[config.mk]
export PLATFORM = sky130hd
export DESIGN_NAME = nx_stream_packer_flat
export DESIGN_NICKNAME = d
export VERILOG_FILES = /design/src/rtl/nx_stream_packer_if.sv /design/src/rtl/nx_stream_packer.sv /design/src/flat_wrapper.sv
export SDC_FILE = /design/constraint.sdc
export NUM_CORES = 1
export LEC_CHECK = 0
export CORE_UTILIZATION = 40
export CTS_CLUSTER_DIAMETER = 50
export DETAILED_ROUTE_END_ITERATION = 6
export SETUP_SLACK_MARGIN = 0.2
export SLEW_MARGIN = 10
export SYNTH_ARGS = -nofsm -noshare
export SYNTH_HDL_FRONTEND = slang
export SYNTH_SLANG_ARGS = --single-unit
[constraint.sdc]
create_clock -name i_clk -period 2.4 [get_ports i_clk]
set_clock_uncertainty 0.1 [all_clocks]
set_input_delay 0.6 -clock i_clk [delete_from_list [all_inputs] [get_ports i_clk]]
set_output_delay 0.6 -clock i_clk [all_outputs]
set_load 0.02 [all_outputs]
[src/rtl/nx_stream_packer_if.sv]
// nx_stream_packer_if: inbound message stream and outbound AXI4-stream bundle
interface nx_stream_packer_if #(
   parameter int DATA_WIDTH = 128
);
   logic [DATA_WIDTH-1:0] i_in_data;
   logic                  i_in_valid;
   logic                  o_in_ready;
   logic [DATA_WIDTH-1:0] o_out_data;
   logic                  o_out_last;
   logic                  o_out_valid;
   logic                  i_out_ready;
   modport slave (
      input  i_in_data, i_in_valid, i_out_ready,
      output o_in_ready, o_out_data, o_out_last, o_out_valid
   );
   modport master (
      output i_in_data, i_in_valid, i_out_ready,
      input  o_in_ready, o_out_data, o_out_last, o_out_valid
   );
endinterface

[src/rtl/nx_stream_packer.sv]
// nx_stream_packer: frames a continuous message stream into tlast-delimited packets
module nx_stream_packer #(
   parameter int DATA_WIDTH = 128,
   parameter int MAX_BEATS  = 16,
   parameter int TIMEOUT    = 64
) (
   input  logic                i_clk,
   input  logic                i_rst,
   input  logic                i_flush,
   output logic                o_idle,
   nx_stream_packer_if.slave   io_bus
);
   localparam int CW = $clog2(MAX_BEATS + 1);
   localparam int TW = $clog2(TIMEOUT + 1);
   localparam logic [CW-1:0] CNT_MAX = CW'(MAX_BEATS - 1);
   localparam logic [TW-1:0] TMO     = TW'(TIMEOUT);
   logic                  r_h_valid;
   logic [DATA_WIDTH-1:0] r_h_data;
   logic [TW-1:0]         r_h_tmr;
   logic [CW-1:0]         r_beat_cnt;
   logic                  r_flush_pend;
   logic                  r_out_valid;
   logic [DATA_WIDTH-1:0] r_out_data;
   logic                  r_out_last;
   logic                  w_o_free;
   logic                  w_in_ready;
   logic                  w_accept;
   logic                  w_last;
   logic                  w_release;
   assign w_o_free   = !r_out_valid || io_bus.i_out_ready;
   assign w_in_ready = !i_rst && (!r_h_valid || w_o_free);
   assign w_accept   = io_bus.i_in_valid && w_in_ready;
   assign w_last     = (r_beat_cnt == CNT_MAX) || (r_h_tmr == TMO) || r_flush_pend || i_flush;
   assign w_release  = r_h_valid && w_o_free && (w_accept || w_last);
   assign io_bus.o_in_ready  = w_in_ready;
   assign io_bus.o_out_valid = r_out_valid;
   assign io_bus.o_out_data  = r_out_data;
   assign io_bus.o_out_last  = r_out_last;
   assign o_idle             = !r_h_valid && !r_out_valid;
   // Hold stage: capture accepted beats and age the held beat toward timeout
   always_ff @(posedge i_clk) begin
      if (i_rst) begin
         r_h_valid <= 1'b0;
         r_h_data  <= '0;
         r_h_tmr   <= '0;
      end else if (w_accept) begin
         r_h_valid <= 1'b1;
         r_h_data  <= io_bus.i_in_data;
         r_h_tmr   <= '0;
      end else if (w_release) begin
         r_h_valid <= 1'b0;
         r_h_tmr   <= '0;
      end else if (r_h_valid && r_h_tmr != TMO) begin
         r_h_tmr   <= r_h_tmr + 1'b1;
      end
   end
   // Packet position and pending flush; a flush with nothing to close is dropped
   always_ff @(posedge i_clk) begin
      if (i_rst) begin
         r_beat_cnt   <= '0;
         r_flush_pend <= 1'b0;
      end else begin
         if (w_release)
            r_beat_cnt <= w_last ? '0 : r_beat_cnt + 1'b1;
         if (w_release)
            r_flush_pend <= 1'b0;
         else if (i_flush && (r_h_valid || w_accept))
            r_flush_pend <= 1'b1;
      end
   end
   // Output register: load on release, drop valid once consumed, hold while stalled
   always_ff @(posedge i_clk) begin
      if (i_rst) begin
         r_out_valid <= 1'b0;
         r_out_data  <= '0;
         r_out_last  <= 1'b0;
      end else if (w_release) begin
         r_out_valid <= 1'b1;
         r_out_data  <= r_h_data;
         r_out_last  <= w_last;
      end else if (io_bus.i_out_ready) begin
         r_out_valid <= 1'b0;
      end
   end
endmodule

[src/flat_wrapper.sv]
// flat-port wrapper written by rule: the top's interface ports become plain ports
module nx_stream_packer_flat 
#(
   parameter int DATA_WIDTH = 128,
   parameter int MAX_BEATS  = 16,
   parameter int TIMEOUT    = 64
)
  (i_clk, i_rst, i_flush, o_idle, io_bus_i_in_data, io_bus_i_in_valid, io_bus_i_out_ready, io_bus_o_in_ready, io_bus_o_out_data, io_bus_o_out_last, io_bus_o_out_valid);
  nx_stream_packer_if #(.DATA_WIDTH(DATA_WIDTH)) io_bus_i ();
  input  logic i_clk;
  input  logic i_rst;
  input  logic i_flush;
  output logic o_idle;
  input wire logic [$bits(io_bus_i.i_in_data)-1:0] io_bus_i_in_data;
  input wire logic [$bits(io_bus_i.i_in_valid)-1:0] io_bus_i_in_valid;
  input wire logic [$bits(io_bus_i.i_out_ready)-1:0] io_bus_i_out_ready;
  output wire logic [$bits(io_bus_i.o_in_ready)-1:0] io_bus_o_in_ready;
  output wire logic [$bits(io_bus_i.o_out_data)-1:0] io_bus_o_out_data;
  output wire logic [$bits(io_bus_i.o_out_last)-1:0] io_bus_o_out_last;
  output wire logic [$bits(io_bus_i.o_out_valid)-1:0] io_bus_o_out_valid;
  assign io_bus_i.i_in_data = io_bus_i_in_data;
  assign io_bus_i.i_in_valid = io_bus_i_in_valid;
  assign io_bus_i.i_out_ready = io_bus_i_out_ready;
  assign io_bus_o_in_ready = io_bus_i.o_in_ready;
  assign io_bus_o_out_data = io_bus_i.o_out_data;
  assign io_bus_o_out_last = io_bus_i.o_out_last;
  assign io_bus_o_out_valid = io_bus_i.o_out_valid;
  nx_stream_packer #(.DATA_WIDTH(DATA_WIDTH), .MAX_BEATS(MAX_BEATS), .TIMEOUT(TIMEOUT)) u_core (.i_clk(i_clk), .i_rst(i_rst), .i_flush(i_flush), .o_idle(o_idle), .io_bus(io_bus_i));
endmodule
==> flow_summary.toml, run 1 <==
[power]
p_leak_uw = 0.00767
swShare = 0.271
p_comb_frac = 0.179
powerDensity_mw_per_mm2 = 674
p_switching_uw = 3470
seq_power_share = 0.389
irDropWorstVdd_mv = 0.374
clkPwrFrac = 0.432
p_int_uw = 9310

[yosys]
syn_inst = 1546
yosys_warnings = 0
ys.flop_type = "dfxtp_1"
synth-edff-count = 0
avgSynthCellArea_um2 = 8.86
synth_cell_types = 40
syn-cell-area_mm2 = 0.0137
synth-seq-cells = 272
synthArstFlopShare = 0
synth_fp_nets = 1683
synth-seq-area-share = 0.397

[cts]
clkTransAtPathRegs_ns = 0.06
clk_path_buf_depth = 3
h-tree-depth = 2
clk_latency_ns = 0.52
cts_made_buffers = 38
cts_tree = "done"
hold_buffers = 0
cts.sinks = 272
cts_root_buf = "clkbuf_16"

[detailed_routing]
drt_wl_total_mm = 41.0
top_layer = "met4"
wl_per_cell_um = 18.2
drt-initial-drc-count = 600
wl_met1_mm = 18.6
vias_per_cell = 5.56
met2WireLength_mm = 19.6
vias = 12500
final_antenna_net_count = 0
drc = 0
wl_met3_mm = 1.78
firstDrtPassIters = 5

[place]
place.gp.congestion = 0.757
portBuffers = 264
place_area_mm2 = 0.0173
dp_hpwl_mm = 25.3

[sta]
fmax_mhz = 459
whs_ns = 0.372
relSlewSlack = 0.567
setup_violations = 0
min_period_ns = 2.18
rsz0062_at_grt = "yes"
final_max_slew_viol_count = 0
hold_viol_final = 0
tightest_slew_ns = 0.649
fin_crit_sh = 0.909

[worst_setup_path]
worst_ep_required_time_ns = 2.73
critPathMaxFanout = 8
path_class = "reg -> reg"
cp.arrival_ns = 2.51
rr_worst_depth = 11
endpoint_kind = "register"
cp-start-kind = "register"

[global_routing]
grt_max_degree = 97
grt.total_usage = 0.224
grt_antenna_before_repair = 0
grt-ovfl-total = 0
first_global_vias = 12600
grt_pass1_wl_mm = 65.2

[worst_hold_path]
hold_class = "reg -> reg"
worstHoldPathCells = 2

[final_layout]
final_cell_mix = "dfxtp_1, nand2_1, o21ai_0"
syn_to_final_growth_pct = 38.3
finalNetCount = 1920
final_common_cell = "dfxtp_1"
drive_gt1_frac = 0.170
nFillCells = 3018
stdcell_area_mm2 = 0.0190

[die]
num_rows = 67
initial_core_util = 0.408
io_pins = 265
core_area_mm2 = 0.0336
fp.dieW_um = 187
die-area_mm2 = 0.0350
die-height_um = 187

[flow_run]
drv_cap = 0

[outcome]
status = "finished, final reports clean"
## layer usage
layer,vias to the layer above,track usage
met2,294,0.378
met5,-,0
li1,6133,-
met1,6059,0.286
met4,0,0.0782
met3,61,0.0392
## final timing paths
check,start,endpoint,slack (ns)
max reg2reg,u_core.r_beat_cnt[0],u_core.io_bus.o_out_data[21],0.22
min reg2reg,u_core.r_h_data[14],u_core.r_h_data[14],0.37
min,u_core.r_h_data[14],u_core.r_h_data[14],0.37
max,u_core.r_beat_cnt[0],u_core.io_bus.o_out_data[21],0.22
## metrics by stage
step                setup TNS [ns]  setup slack (ns)  instances  utilization  total power (uW)
floorplan                        0             0.249       1546            -              6230
global placement             -1.98            -0.230       2173        0.514              7230
detailed placement           -4.45            -0.223       2173        0.514              7270
CTS                              0             0.102       2245        0.552             12800
global route                     0             0.149       2257        0.564             13300
finish                           0             0.220       2258        0.564             12800
## area by class of cell
| class | instances | area [um2] | share of cell area |
|---|---|---|---|
| clock buffers | 53 | 1110 | 0.0585 |
| inverters | 134 | 507 | 0.0267 |
| diodes | 1 | 2.50 | 0.000132 |
| clock inverters | 13 | 134 | 0.00706 |
| multi-input cells | 968 | 6920 | 0.365 |
| repair buffers | 369 | 4280 | 0.226 |
| well taps | 448 | 561 | 0.0296 |
| flip-flops and latches | 272 | 5450 | 0.287 |
## worst max-delay path: stages, from the launching register on
cell and delay, ns:
dfxtp_2 0.33, ha_2 0.18, and3_4 0.18, ha_4 0.15, nor3_4 0.19, buf_6 0.13, o21a_4 0.23, buf_12 0.14
buf_16 0.14, buf_12 0.13, nand4_1 0.11, o211ai_2 0.07
## cell families after synthesis
kind of cell / count (synthesis) / synth area share
muxes: 1 / 0.000731
AOI/OAI and AO/OA: 407 / 0.267
adders and majority gates: 4 / 0.00365
and+or+nand+nor: 550 / 0.225
buffers and inverters: 306 / 0.102
DFF: 272 / 0.397
xor gates and xnor gates: 6 / 0.00384
## registers in the layout, indices dropped and copies added, names as in the netlist
signal                     count
u_core.r_h_tmr                 7
u_core.r_h_valid               1
u_core.r_h_data              128
u_core.io_bus.o_out_last       1
u_core.io_bus.o_out_valid      1
u_core.r_flush_pend            1
u_core.io_bus.o_out_data     128
u_core.r_beat_cnt              5
## timing repair
item                                    in CTS  in global routing
resized for setup                          122                 43
pin swaps                                    1                 25
buffers inserted                             3                  3
cloned                                       3                  9
endpoints found under the setup margin     234                140
## power groups by stage
| stage | Combinational, uW | Clock [uW] | Sequential [uW] |
|---|---|---|---|
| after floorplan | 1040 | 0 | 5190 |
| after global placement | 2170 | 0 | 5060 |
| after detailed placement | 2200 | 0 | 5070 |
| after CTS | 2190 | 5630 | 4970 |
| after global routing | 2460 | 5830 | 5010 |
| final | 2290 | 5510 | 4970 |
## Yosys cell counts, drive strengths merged (6+ instances only)
| cell type | instances | area share |
|---|---|---|
| o32a | 128 | 0.094 |
| nand4 | 132 | 0.060 |
| buf | 73 | 0.038 |
| dfxtp | 272 | 0.40 |
| clkbuf | 99 | 0.027 |
| nor2 | 11 | 0.0034 |
| o21ai | 134 | 0.049 |
| o211ai | 130 | 0.12 |
| nand2b | 130 | 0.059 |
| nand2 | 136 | 0.037 |
| a21oi | 6 | 0.0022 |
| or3 | 128 | 0.058 |
| inv | 133 | 0.036 |
No activity file was read; power rests on OpenSTA's default activity.
==> run 2: changes to the inputs <==
- CORE_UTILIZATION: 40 -> 53
- PLACE_DENSITY: unset -> 0.81
==> flow_summary.toml, run 2 (synthesized netlist as in run 1, its figures left out) <==
[place]
dpl_worst_slack_ns = -0.213
place.gp.congestion = 0.805
dp_hpwl_mm = 24.9
portBuffers = 264

[cts]
cts_made_buffers = 34
h-tree-depth = 2
cts.sinks = 272
cts_root_buf = "clkbuf_16"
clk_latency_ns = 0.50
cts_tree = "done"
clkTransAtPathRegs_ns = 0.06
clk_path_buf_depth = 3

[outcome]
status = "finished, final reports clean"

[detailed_routing]
vias_per_cell = 6.05
drt_wl_total_mm = 41.1
drt-initial-drc-count = 1077
firstDrtPassIters = 5
final_antenna_net_count = 0
drc = 0
wl_per_cell_um = 18.6
vias = 13300

[power]
swShare = 0.271
seq_power_share = 0.399
p_leak_uw = 0.00811
powerDensity_mw_per_mm2 = 651
irDropWorstVdd_mv = 0.544
p_comb_frac = 0.183
clkPwrFrac = 0.418
p_switching_uw = 3390
p_total_uw = 12500
p_int_uw = 9110

[global_routing]
grt_pass1_wl_mm = 64.6
grt.total_usage = 0.294
grt_max_degree = 87
first_global_vias = 12900
grt-ovfl-total = 0
grt_antenna_before_repair = 3

[die]
num_rows = 58
core_area_mm2 = 0.0253
fp.dieW_um = 163
die-height_um = 163
initial_core_util = 0.543
die-area_mm2 = 0.0265
io_pins = 265

[final_layout]
drive_gt1_frac = 0.199
final_common_cell = "dfxtp_1"
final_cell_mix = "dfxtp_1, nand2_1, clkdlybuf4s50_1"
syn_to_final_growth_pct = 40.2
finalNetCount = 1986

[worst_setup_path]
path_class = "reg -> reg"
cp-start-kind = "register"
cp.arrival_ns = 2.48
critPathMaxFanout = 9
worst_ep_required_time_ns = 2.69
endpoint_kind = "register"

[sta]
tightest_slew_ns = 0.601
hold_viol_final = 0
rsz0062_at_grt = "no"
final_max_slew_viol_count = 0
fmax_mhz = 456
worst_slack_ns = 0.207
setup_violations = 0
relSlewSlack = 0.599
min_period_ns = 2.19
fin_crit_sh = 0.914
whs_ns = 0.376

[flow_run]
drv_cap = 0

[worst_hold_path]
hold_class = "reg -> reg"
==> run 2: power by group through the flow <==
stage	Clock, uW	Combinational [uW]	Sequential [uW]
2_1_floorplan	0	1040	5190
3_3_place_gp	0	2120	5070
3_5_place_dp	0	2170	5080
4_1_cts	5280	2200	4980
5_1_grt	5490	2430	5010
6_report	5230	2280	4990
==> run 2: routing by layer <==
| layer | part of all wire | track usage | vias up |
|---|---|---|---|
| met3 | 0.068 | 0.0545 | 109 |
| met4 | 0.032 | 0.110 | 2 |
| li1 | - | - | 6262 |
| met5 | 0.00041 | 0 | - |
| met1 | 0.41 | 0.372 | 6439 |
| met2 | 0.49 | 0.497 | 531 |
==> run 2: final timing paths <==
| kind | from | to | slack (ns) | depth (start not counted) |
|---|---|---|---|---|
| worst max register to register | u_core.r_beat_cnt[0] | u_core.io_bus.o_out_data[90] | 0.21 | 10 |
| worst min-delay path | u_core.r_h_data[33] | u_core.r_h_data[33] | 0.38 | 2 |
| worst min register to register | u_core.r_h_data[33] | u_core.r_h_data[33] | 0.38 | 2 |
| worst max-delay path | u_core.r_beat_cnt[0] | u_core.io_bus.o_out_data[90] | 0.21 | 10 |
==> run 2: what timing repair did <==
action	4_1_cts	5_1_grt
setup endpoints to repair	100	167
pin swaps	1	15
resized for setup	99	51
hold buffers	0	0
buffers inserted	6	2
gates cloned	5	7
==> run 2: final cells by class <==
| type | count | area (um2) |
|---|---|---|
| timing repair buffer | 439 | 4760 |
| multi-input combinational | 968 | 6910 |
| sequential | 272 | 5450 |
| fill | 1781 | 6040 |
| tap | 330 | 413 |
| clock buffer | 50 | 1040 |
| clock inverter | 10 | 116 |
| inverter | 134 | 507 |
| antenna | 2 | 5.00 |
==> run 2: worst max-delay path: stages (launching register included) <==
cell,delay [ns]
dfxtp_4,0.36
ha_4,0.16
and3_1,0.18
ha_2,0.17
nor3_2,0.13
buf_4,0.15
o21a_4,0.24
buf_12,0.22
buf_12,0.13
clkbuf_16,0.14
o211ai_2,0.08
==> run 2: metrics by stage <==
stage,cell area [um2],setup TNS [ns],cells,util
2_1_floorplan,13700,0,1546,-
4_1_cts,18900,0,2194,0.747
6_report,19200,0,2205,0.761
3_5_place_dp,17600,-10.03,2123,0.697
5_1_grt,19200,0,2203,0.761
3_3_place_gp,17600,-8.98,2123,0.697
